==> src/rtl/aes_pkg.sv <==
// -----------------------------------------------------------------------------
// aes_pkg
// Shared definitions for the AES-128 encryption core.
//   state_e   : round-controller state encoding (3 bits)
//   AES_NR    : number of cipher rounds for AES-128
//   AES_KEY_W : cipher key width in bits
// -----------------------------------------------------------------------------
package aes_pkg;

  localparam int AES_NR    = 10;
  localparam int AES_KEY_W = 128;

  typedef enum logic [2:0] {
    ST_IDLE  = 3'd0,
    ST_LOAD  = 3'd1,
    ST_INIT  = 3'd2,
    ST_RUN   = 3'd3,
    ST_FINAL = 3'd4,
    ST_DONE  = 3'd5
  } state_e;

endpackage

==> src/rtl/aes_round_ctrl.sv <==
// -----------------------------------------------------------------------------
// aes_round_ctrl
// Sequencer for the AES-128 encryption core. Accepts a start request carrying
// the cipher key, drives the load/advance controls of the on-the-fly key
// expansion, issues per-round enables and round-type flags to the round
// datapath, and returns a valid/ready completion handshake.
//
// Parameters
//   NR      number of cipher rounds (1..15)
//   RIDX_W  round index width, 2**RIDX_W > NR
//
// Ports
//   CLK, RST_N     clock, synchronous active-low reset
//   start_valid/start_ready, key_in   start handshake and cipher key
//   abort          synchronous cancel of the current operation
//   dp_ready       datapath can consume a round this cycle
//   key_load       registered key for the key expansion
//   key_sel        load pulse to key expansion
//   key_rd         advance pulse to key expansion
//   dp_en          datapath performs round round_idx this cycle
//   round_idx      current round number 0..NR
//   first_round    round 0 (AddRoundKey only)
//   final_round    round NR (no MixColumns)
//   busy           controller not idle
//   done_valid/done_ready              completion handshake
// -----------------------------------------------------------------------------
module aes_round_ctrl
  import aes_pkg::*;
#(
  parameter int NR     = AES_NR,
  parameter int RIDX_W = 4
) (
  input  logic                 CLK,
  input  logic                 RST_N,
  input  logic                 start_valid,
  output logic                 start_ready,
  input  logic [AES_KEY_W-1:0] key_in,
  input  logic                 abort,
  input  logic                 dp_ready,
  output logic [AES_KEY_W-1:0] key_load,
  output logic                 key_sel,
  output logic                 key_rd,
  output logic                 dp_en,
  output logic [RIDX_W-1:0]    round_idx,
  output logic                 first_round,
  output logic                 final_round,
  output logic                 busy,
  output logic                 done_valid,
  input  logic                 done_ready
);

  localparam logic [RIDX_W-1:0] LAST_RUN_IDX = RIDX_W'(NR - 1);
  localparam logic [RIDX_W-1:0] ONE_IDX      = RIDX_W'(1);

  state_e                 state_q, state_d;
  logic [RIDX_W-1:0]      round_idx_q, round_idx_d;
  logic [AES_KEY_W-1:0]   key_load_q, key_load_d;

  always_comb begin
    // NOTE: every signal assigned here gets a default first, so no path
    // through the case statement can leave one unassigned and infer a latch.
    state_d     = state_q;
    round_idx_d = round_idx_q;
    key_load_d  = key_load_q;
    start_ready = 1'b0;
    key_sel     = 1'b0;
    key_rd      = 1'b0;
    dp_en       = 1'b0;
    first_round = 1'b0;
    final_round = 1'b0;
    done_valid  = 1'b0;

    unique case (state_q)
      ST_IDLE: begin
        start_ready = 1'b1;
        if (start_valid) begin
          key_load_d = key_in;
          state_d    = ST_LOAD;
        end
      end

      // Key expansion loads round-key 0 at the end of this cycle.
      ST_LOAD: begin
        key_sel     = 1'b1;
        round_idx_d = '0;
        state_d     = ST_INIT;
      end

      // Round 0 consumes round-key 0; the same edge advances the expansion.
      ST_INIT: begin
        first_round = 1'b1;
        if (dp_ready) begin
          dp_en       = 1'b1;
          key_rd      = 1'b1;
          round_idx_d = ONE_IDX;
          state_d     = (NR == 1) ? ST_FINAL : ST_RUN;
        end
      end

      ST_RUN: begin
        if (dp_ready) begin
          dp_en       = 1'b1;
          key_rd      = 1'b1;
          round_idx_d = round_idx_q + ONE_IDX;
          if (round_idx_q == LAST_RUN_IDX) state_d = ST_FINAL;
        end
      end

      // Last round key is already present; no further advance.
      ST_FINAL: begin
        final_round = 1'b1;
        if (dp_ready) begin
          dp_en   = 1'b1;
          state_d = ST_DONE;
        end
      end

      ST_DONE: begin
        done_valid = 1'b1;
        if (done_ready) begin
          state_d     = ST_IDLE;
          round_idx_d = '0;
        end
      end

      default: begin
        state_d     = ST_IDLE;
        round_idx_d = '0;
      end
    endcase

    // Abort cancels any operation and suppresses every pulse of this cycle.
    // key_load is deliberately left untouched.
    if (abort && (state_q != ST_IDLE)) begin
      state_d     = ST_IDLE;
      round_idx_d = '0;
      key_sel     = 1'b0;
      key_rd      = 1'b0;
      dp_en       = 1'b0;
      done_valid  = 1'b0;
    end
  end

  always_ff @(posedge CLK) begin
    // NOTE: state registers use non-blocking assignments so every flop
    // samples the pre-edge values, independent of statement order.
    if (!RST_N) begin
      state_q     <= ST_IDLE;
      round_idx_q <= '0;
      key_load_q  <= '0;
    end else begin
      state_q     <= state_d;
      round_idx_q <= round_idx_d;
      key_load_q  <= key_load_d;
    end
  end

  assign busy      = (state_q != ST_IDLE);
  assign round_idx = round_idx_q;
  assign key_load  = key_load_q;

endmodule

==> config.mk <==
export PLATFORM = sky130hd
export DESIGN_NAME = aes_round_ctrl
export DESIGN_NICKNAME = d
export VERILOG_FILES = /design/src/rtl/aes_pkg.sv /design/src/rtl/aes_round_ctrl.sv
export SDC_FILE = /design/constraint.sdc
export NUM_CORES = 1
export LEC_CHECK = 0
export BUFFER_PORTS_ARGS = -buffer_cell sky130_fd_sc_hd__buf_4
export CAP_MARGIN = 20
export CELL_PAD_IN_SITES_DETAIL_PLACEMENT = 1
export CELL_PAD_IN_SITES_GLOBAL_PLACEMENT = 1
export CORE_ASPECT_RATIO = 0.75
export CORE_MARGIN = 1.5
export CORE_UTILIZATION = 32
export DETAILED_ROUTE_END_ITERATION = 12
export GPL_ROUTABILITY_DRIVEN = 0
export GPL_TIMING_DRIVEN = 0
export PLACE_DENSITY_LB_ADDON = 0.1
export RECOVER_POWER = 100
export SLEW_MARGIN = 20
export SYNTH_ARGS = -nofsm -noshare
export SYNTH_HDL_FRONTEND = slang
export SYNTH_SLANG_ARGS = --single-unit
==> constraint.sdc <==
create_clock -name CLK -period 2 [get_ports CLK]
set_clock_uncertainty 0.15 [all_clocks]
set_input_delay 0.4 -clock CLK [delete_from_list [all_inputs] [get_ports CLK]]
set_output_delay 0.4 -clock CLK [all_outputs]
set_load 0.01 [all_outputs]
# Word-level counts from Yosys, hierarchy flattened
# Cells that the tools add are included.
# op_classes
n_addsub,1
n_eq_ne,12
bitwise,2
div_mod_pow,0
n_reduce_logical,10
muxes,23
shift,0
order_cmp,0
n_mul,0
# op_table
cell,n
$mux W3,6
$pmux W3 S6,1
$pmux W4 S4,1
$mux W1,12
$mux W4,3
$ne A2 B2 Y1 const B,6
$eq A3 B2 Y1 const B,2
$eq A3 B3 Y1 const B,2
$reduce_and A6 Y1,1
$reduce_or A2 Y1,3
$add A4 B1 Y4 const B,1
$eq A4 B4 Y1 const B,1
$reduce_and A4 Y1,1
$eq A3 B1 Y1 const B,1
$logic_not A3 Y1,1
$reduce_bool A3 Y1,1
$reduce_or A3 Y1,1
$not A1 Y1,2
$reduce_and A2 Y1,1
$logic_and A1 B1 Y1,1
# totals
rom_bits,0
n_memories,0
ff_bits,135
out_inout_bits,140
mem_bits_rw,0
latch_bits,0
word_cells,51
inputBits,134

# Depth between registers and ports, before layout
# depth
ltp_word,4
mapped_depth,8
depth_no_buf,6

# Worst setup path before layout
# No wires, ideal clock.
# synth_path
kind,reg-to-reg
startpoint,register state_q[2]
endpoint,"register key_load_q[101], in the netlist key_load[101]"
setup_ps,66
required_time_ps,1784
path_slack_ps,262
t_arrival_ps,1522
period_less_slack_ps,1738
n_path_buf,3
stages_incl_launch_ff,9
cell_sequence,dfxtp_1 > buf_6 > or3_4 > inv_2 > and2_4 > buf_8 > buf_6 > nand2_2 > a21boi_2
# synth_between
elab_chain_cells,2
# synth_rtl
item,line,rtl
start: declaration,aes_round_ctrl.sv:55,"state_e state_q, state_d;"
start signal: assignment,aes_round_ctrl.sv:152,state_q <= state_d;
$logic_not A3 Y1,aes_round_ctrl.sv:73,unique case (state_q)
$reduce_and A2 Y1 (no source line),n/a,
end signal: assignment,aes_round_ctrl.sv:154,key_load_q <= key_load_d;
end: declaration,aes_round_ctrl.sv:57,"logic [AES_KEY_W-1:0] key_load_q, key_load_d;"
# No other way between the ends.
# A chain may end at the register's enable or synchronous reset.

# Worst setup path in the final report
# layout_path
startpoint,register state_q[2]
endpoint,output dp_en
# layout_between
elab_chain_cells,4
elab_cells_between_ends,8
classes_between,3 x eq/ne; 2 x mux; 3 x reduce/logical
# layout_rtl
item,line,rtl
$eq A3 B3 Y1 or $eq A3 B2 Y1 (tied branches),aes_round_ctrl.sv:73,
$reduce_or A3 Y1 (no source line),n/a,
$mux W1,n/a,
$mux W1 *,aes_round_ctrl.sv:134,if (abort && (state_q != ST_IDLE)) begin
end: declaration,aes_round_ctrl.sv:43,"output logic dp_en,"
# Mark *: on every way between the ends. The rest lies on a longest branch, timed or not.

==> tab_implementation.tex <==
\begin{tabular}{lr}
\hline
Metric & Value \\
\hline
\multicolumn{2}{l}{\textbf{STA}} \\
Post-route worst setup slack & 5.94 ps \\
Final Slew Violations & 0 \\
Least-Margin Pin Slew & $\sim$700 ps \\
RSZ-0062 raised after global routing & true \\
Clock period minus final worst setup slack & about 2000 ps \\
Slew margin rel. & 0.532 \\
Hold WS & a little over 70 ps \\
Number of endpoints with negative hold slack in the final report & 0 \\
Period Utilization, post-route & 0.997 \\
Setup total negative slack & 0 ps \\
Achievable frequency & 0.501 GHz \\
Count of endpoints failing setup in the final report & 0 \\
\multicolumn{2}{l}{\textbf{Hold path}} \\
Hold Crit Class & in2reg \\
Endpoint of the worst hold-timing path & key\_load[107]\$\_SDFFE\_PN0P\_ \\
Hold path startpoint & key\_in[107] \\
Hold-critical path depth & 3 \\
\multicolumn{2}{l}{\textbf{GRT}} \\
Wire length of the first global-routing pass & between 20 and 30 mm \\
Maximum number of pins on one net before global-route repair & 17 \\
Total Routing Usage GR & 0.213 \\
Total congestion overflow after global routing & 0 \\
Initial antenna violation count & 0 \\
Vias in the first global route & approximately 5,700 \\
\multicolumn{2}{l}{\textbf{Detailed routing}} \\
First-pass iteration count of the detailed router & 9 \\
Total vias in the final route & about 5,400 \\
DRC violation count after routing & 18 \\
Vias per cell & about 4.7 \\
DRT antenna net count & 0 \\
Per-cell routed wire length & between 15 and 20 µm \\
Final wirelength & 18.9 mm \\
Drt first-iter violations & between 150 and 200 \\
\multicolumn{2}{l}{\textbf{Floorplan}} \\
Number of I/O pins & approximately 270 \\
Area enclosed by the die boundary & 0.0177 mm² \\
Die H & approximately 120 µm \\
Die width & $\sim$150 µm \\
Number of rows created at floorplan & 40 \\
Initial Util & 0.333 \\
Core ar. & 0.0163 mm² \\
\multicolumn{2}{l}{\textbf{Logic synthesis}} \\
Synthesized netlist net count & 759 \\
Synth Cell Area & between 0.005 and 0.006 mm² \\
Mean area per synthesized cell & 8.68 µm² \\
Number of distinct library cells after synthesis & 35 \\
Portion of the post-synthesis area used by sequential elements & 0.500 \\
Top-area cell type share of the netlist area & 0.500 \\
Total of warnings raised by yosys & 0 \\
Largest area contributor in the netlist & dfxtp\_1 \\
Number of standard cells after synthesis & between 600 and 700 \\
Number of enable-type register cells in the synthesized netlist & 0 \\
\#FFs+latches synth & 135 \\
FFs w/ async S/R, synth & 0 \\
Top post-synthesis cells by area & dfxtp\_1 (50\%), nand2\_1 (17\%), a21boi\_1 (14\%), a21boi\_2 (4.2\%), buf\_6 (2.9\%) \\
Prevailing post-synth register cell & dfxtp\_1 \\
\multicolumn{2}{l}{\textbf{Setup path}} \\
Type of the worst setup path & reg2out \\
Kind of cell adding the most delay to the critical path & flip-flops \\
Reg-to-reg startpoint & state\_q[2]\$\_SDFFE\_PP0P\_ \\
Required time of the critical path & around 1500 ps \\
Element type at the critical path start & flop \\
Cells along the critical path & buf\_6, nand2b\_4, or2\_4, a21oi\_2, buf\_4 \\
Worst reg-to-reg setup slack & between 100 and 150 ps \\
Startpoint of the most critical setup path & state\_q[2]\$\_SDFFE\_PP0P\_ \\
Length in cells of the worst reg-to-reg path & 8 \\
Data arrival at the endpoint of the critical path & roughly 1400 ps \\
Max FO, Critical Path & 5 \\
Sort of element at the end of the critical path & output port \\
Slowest stage delay, CP & 330 ps \\
Reg2Reg Capture Point & key\_load[41]\$\_SDFFE\_PN0P\_ \\
Cell with the largest stage delay on the worst path & dfxtp\_2 \\
Worst Path Buf+Inv & 2 \\
\multicolumn{2}{l}{\textbf{Clock network}} \\
Maximum count of clock buffers along a single path & 2 \\
Clock latency of the later-clocked register in the worst-skew pair & a little over 400 ps \\
Cell at the root of the clock tree & clkbuf\_16 \\
Number of buffers added by the clock tree synthesis step & 17 \\
Number of clock sinks seen by CTS & between 100 and 150 \\
Maximum level of the CTS H-tree & 4 \\
Clock-pin slew on the worst setup and hold paths & roughly 60 ps \\
CTS tree & done \\
Hold bufs inserted after CTS & 0 \\
\multicolumn{2}{l}{\textbf{Job}} \\
Max Cap Viol & 0 \\
\multicolumn{2}{l}{\textbf{Final layout}} \\
Antenna fix cells & 0 \\
Post-layout nets & approximately 1,100 \\
Sequential standard cell area & between 0.002 and 0.003 mm² \\
Fraction of final layout cells with drive strength greater than 1 & 0.278 \\
Combined area of the multi-input logic cells & $\sim$0.0024 mm² \\
Fillers & 2,034 \\
P\&R area growth vs syn & 45.8\% \\
Number of non-filler instances in the completed layout & approximately 1,100 \\
\multicolumn{2}{l}{\textbf{Placement}} \\
Placed cell count & around 1,100 \\
DPL Wire Length & 14.4 mm \\
Worst slack after detailed placement & -116 ps \\
IO buf count & between 200 and 300 \\
\multicolumn{2}{l}{\textbf{Power and ir drop}} \\
Worst IR drop on VDD & around 580 µV \\
Leakage power of the design & 3.23 nW \\
Total power per unit cell area & 1180 mW/mm² \\
\multicolumn{2}{l}{\textbf{Outcome}} \\
Run status & finished, violations left \\
Violations in the final reports & DRC \\
\hline
\end{tabular}
[per-stage QoR]
| stage | total power [W] | utilization | instance area, µm² |
|---|---|---|---|
| finish | 0.00928 | 0.485 | 7890 |
| CTS | 0.00969 | 0.514 | 8360 |
| floorplan | 0.00500 | - | 5410 |
| global placement | 0.00625 | 0.475 | 7720 |
| detailed placement | 0.00640 | 0.475 | 7720 |
| global route | 0.00978 | 0.485 | 7890 |
[logic make-up after synthesis]
logic type      share of synthesized area
simple gates                        0.221
compound gates                      0.213
flops                               0.500
buf+inv                            0.0583
fa+ha+maj                         0.00462
xor+xnor                          0.00162
mux                               0.00185
[flip-flops by register name, indices dropped and copies added (netlist names)]
name       count
round_idx      4
state_q        3
key_load     128
[report_power, final]
group,internal (W),total (W),switching [W]
combinational,0.00108,0.00270,0.00162
clock,0.00195,0.00323,0.00128
sequential,0.00312,0.00335,0.000234
total,0.00615,0.00928,0.00313
[synth_stat cells, types with 2 or more instances]
cell      count
buf_6        14
ha_1          2
a31oi_1       2
clkbuf_1     17
nand2b_1      6
a21boi_0      9
nand2_2      20
nand2_1     242
a21boi_1    100
nand3_1       3
a21oi_1       7
nor3_1        2
nand3b_1      3
buf_2        12
inv_1         3
o21ai_0       3
nor2_1        7
a21boi_2     20
dfxtp_1     135
[timing repair]
action	in CTS	in global routing
buffers inserted	0	0
gates cloned	0	1
setup endpoints to repair	107	16
endpoints found under the hold margin	0	0
resized for setup	10	7
pin swaps	1	1
[worst max path at each step]
stage / to / slack (ps) / depth (start not counted)
floorplan: key_load[101]$_SDFFE_PN0P_ / 260 / 8
global placement: key_load[114]$_SDFFE_PN0P_ / -40 / 8
detailed placement: key_load[123]$_SDFFE_PN0P_ / -120 / 8
CTS: dp_en / -30 / 5
global route: dp_en / -70 / 5
finish: dp_en / 6 / 5
[layout make-up]
class / count / share of cell area
buffer: 45 / 0.0397
clock buffer: 20 / 0.0592
clock inverter: 12 / 0.0179
inverter: 4 / 0.00222
multi-input combinational: 439 / 0.305
sequential: 135 / 0.343
tap: 210 / 0.0333
timing repair buffer: 274 / 0.200
[placed cells by master, fill, tap and decap left out, types with 3 or more instances in the layout]
cell,n
nand3b_1,3
nand3_1,3
buf_2,13
inv_6,3
a21oi_1,6
nand2_1,242
nand2_2,20
o21ai_0,3
a21boi_2,20
nand2b_1,4
dfxtp_1,133
a21boi_0,9
nor2_1,7
buf_6,15
clkbuf_8,3
buf_4,145
clkinvlp_4,5
clkbuf_1,143
a21boi_1,100
clkbuf_16,17
inv_1,3
[per-layer routing]
layer | routed length [µm] | vias up | part of all wire | global-route usage
met5 | 0 | - | 0 | 0
met4 | 320 | 0 | 0.017 | 0.0765
met3 | 1440 | 20 | 0.076 | 0.0770
met2 | 9320 | 182 | 0.49 | 0.381
met1 | 7860 | 2535 | 0.42 | 0.235
li1 | - | 2613 | - | -
[worst reg2reg max path: cells and delay by family (launching register included)]
| kind | cells | cell delay (ps) |
|---|---|---|
| buf+inv | 4 | 560 |
| simple gates | 3 | 590 |
| flops | 1 | 320 |
| compound gates | 1 | 160 |
No activity file was read; power rests on OpenSTA's default activity.
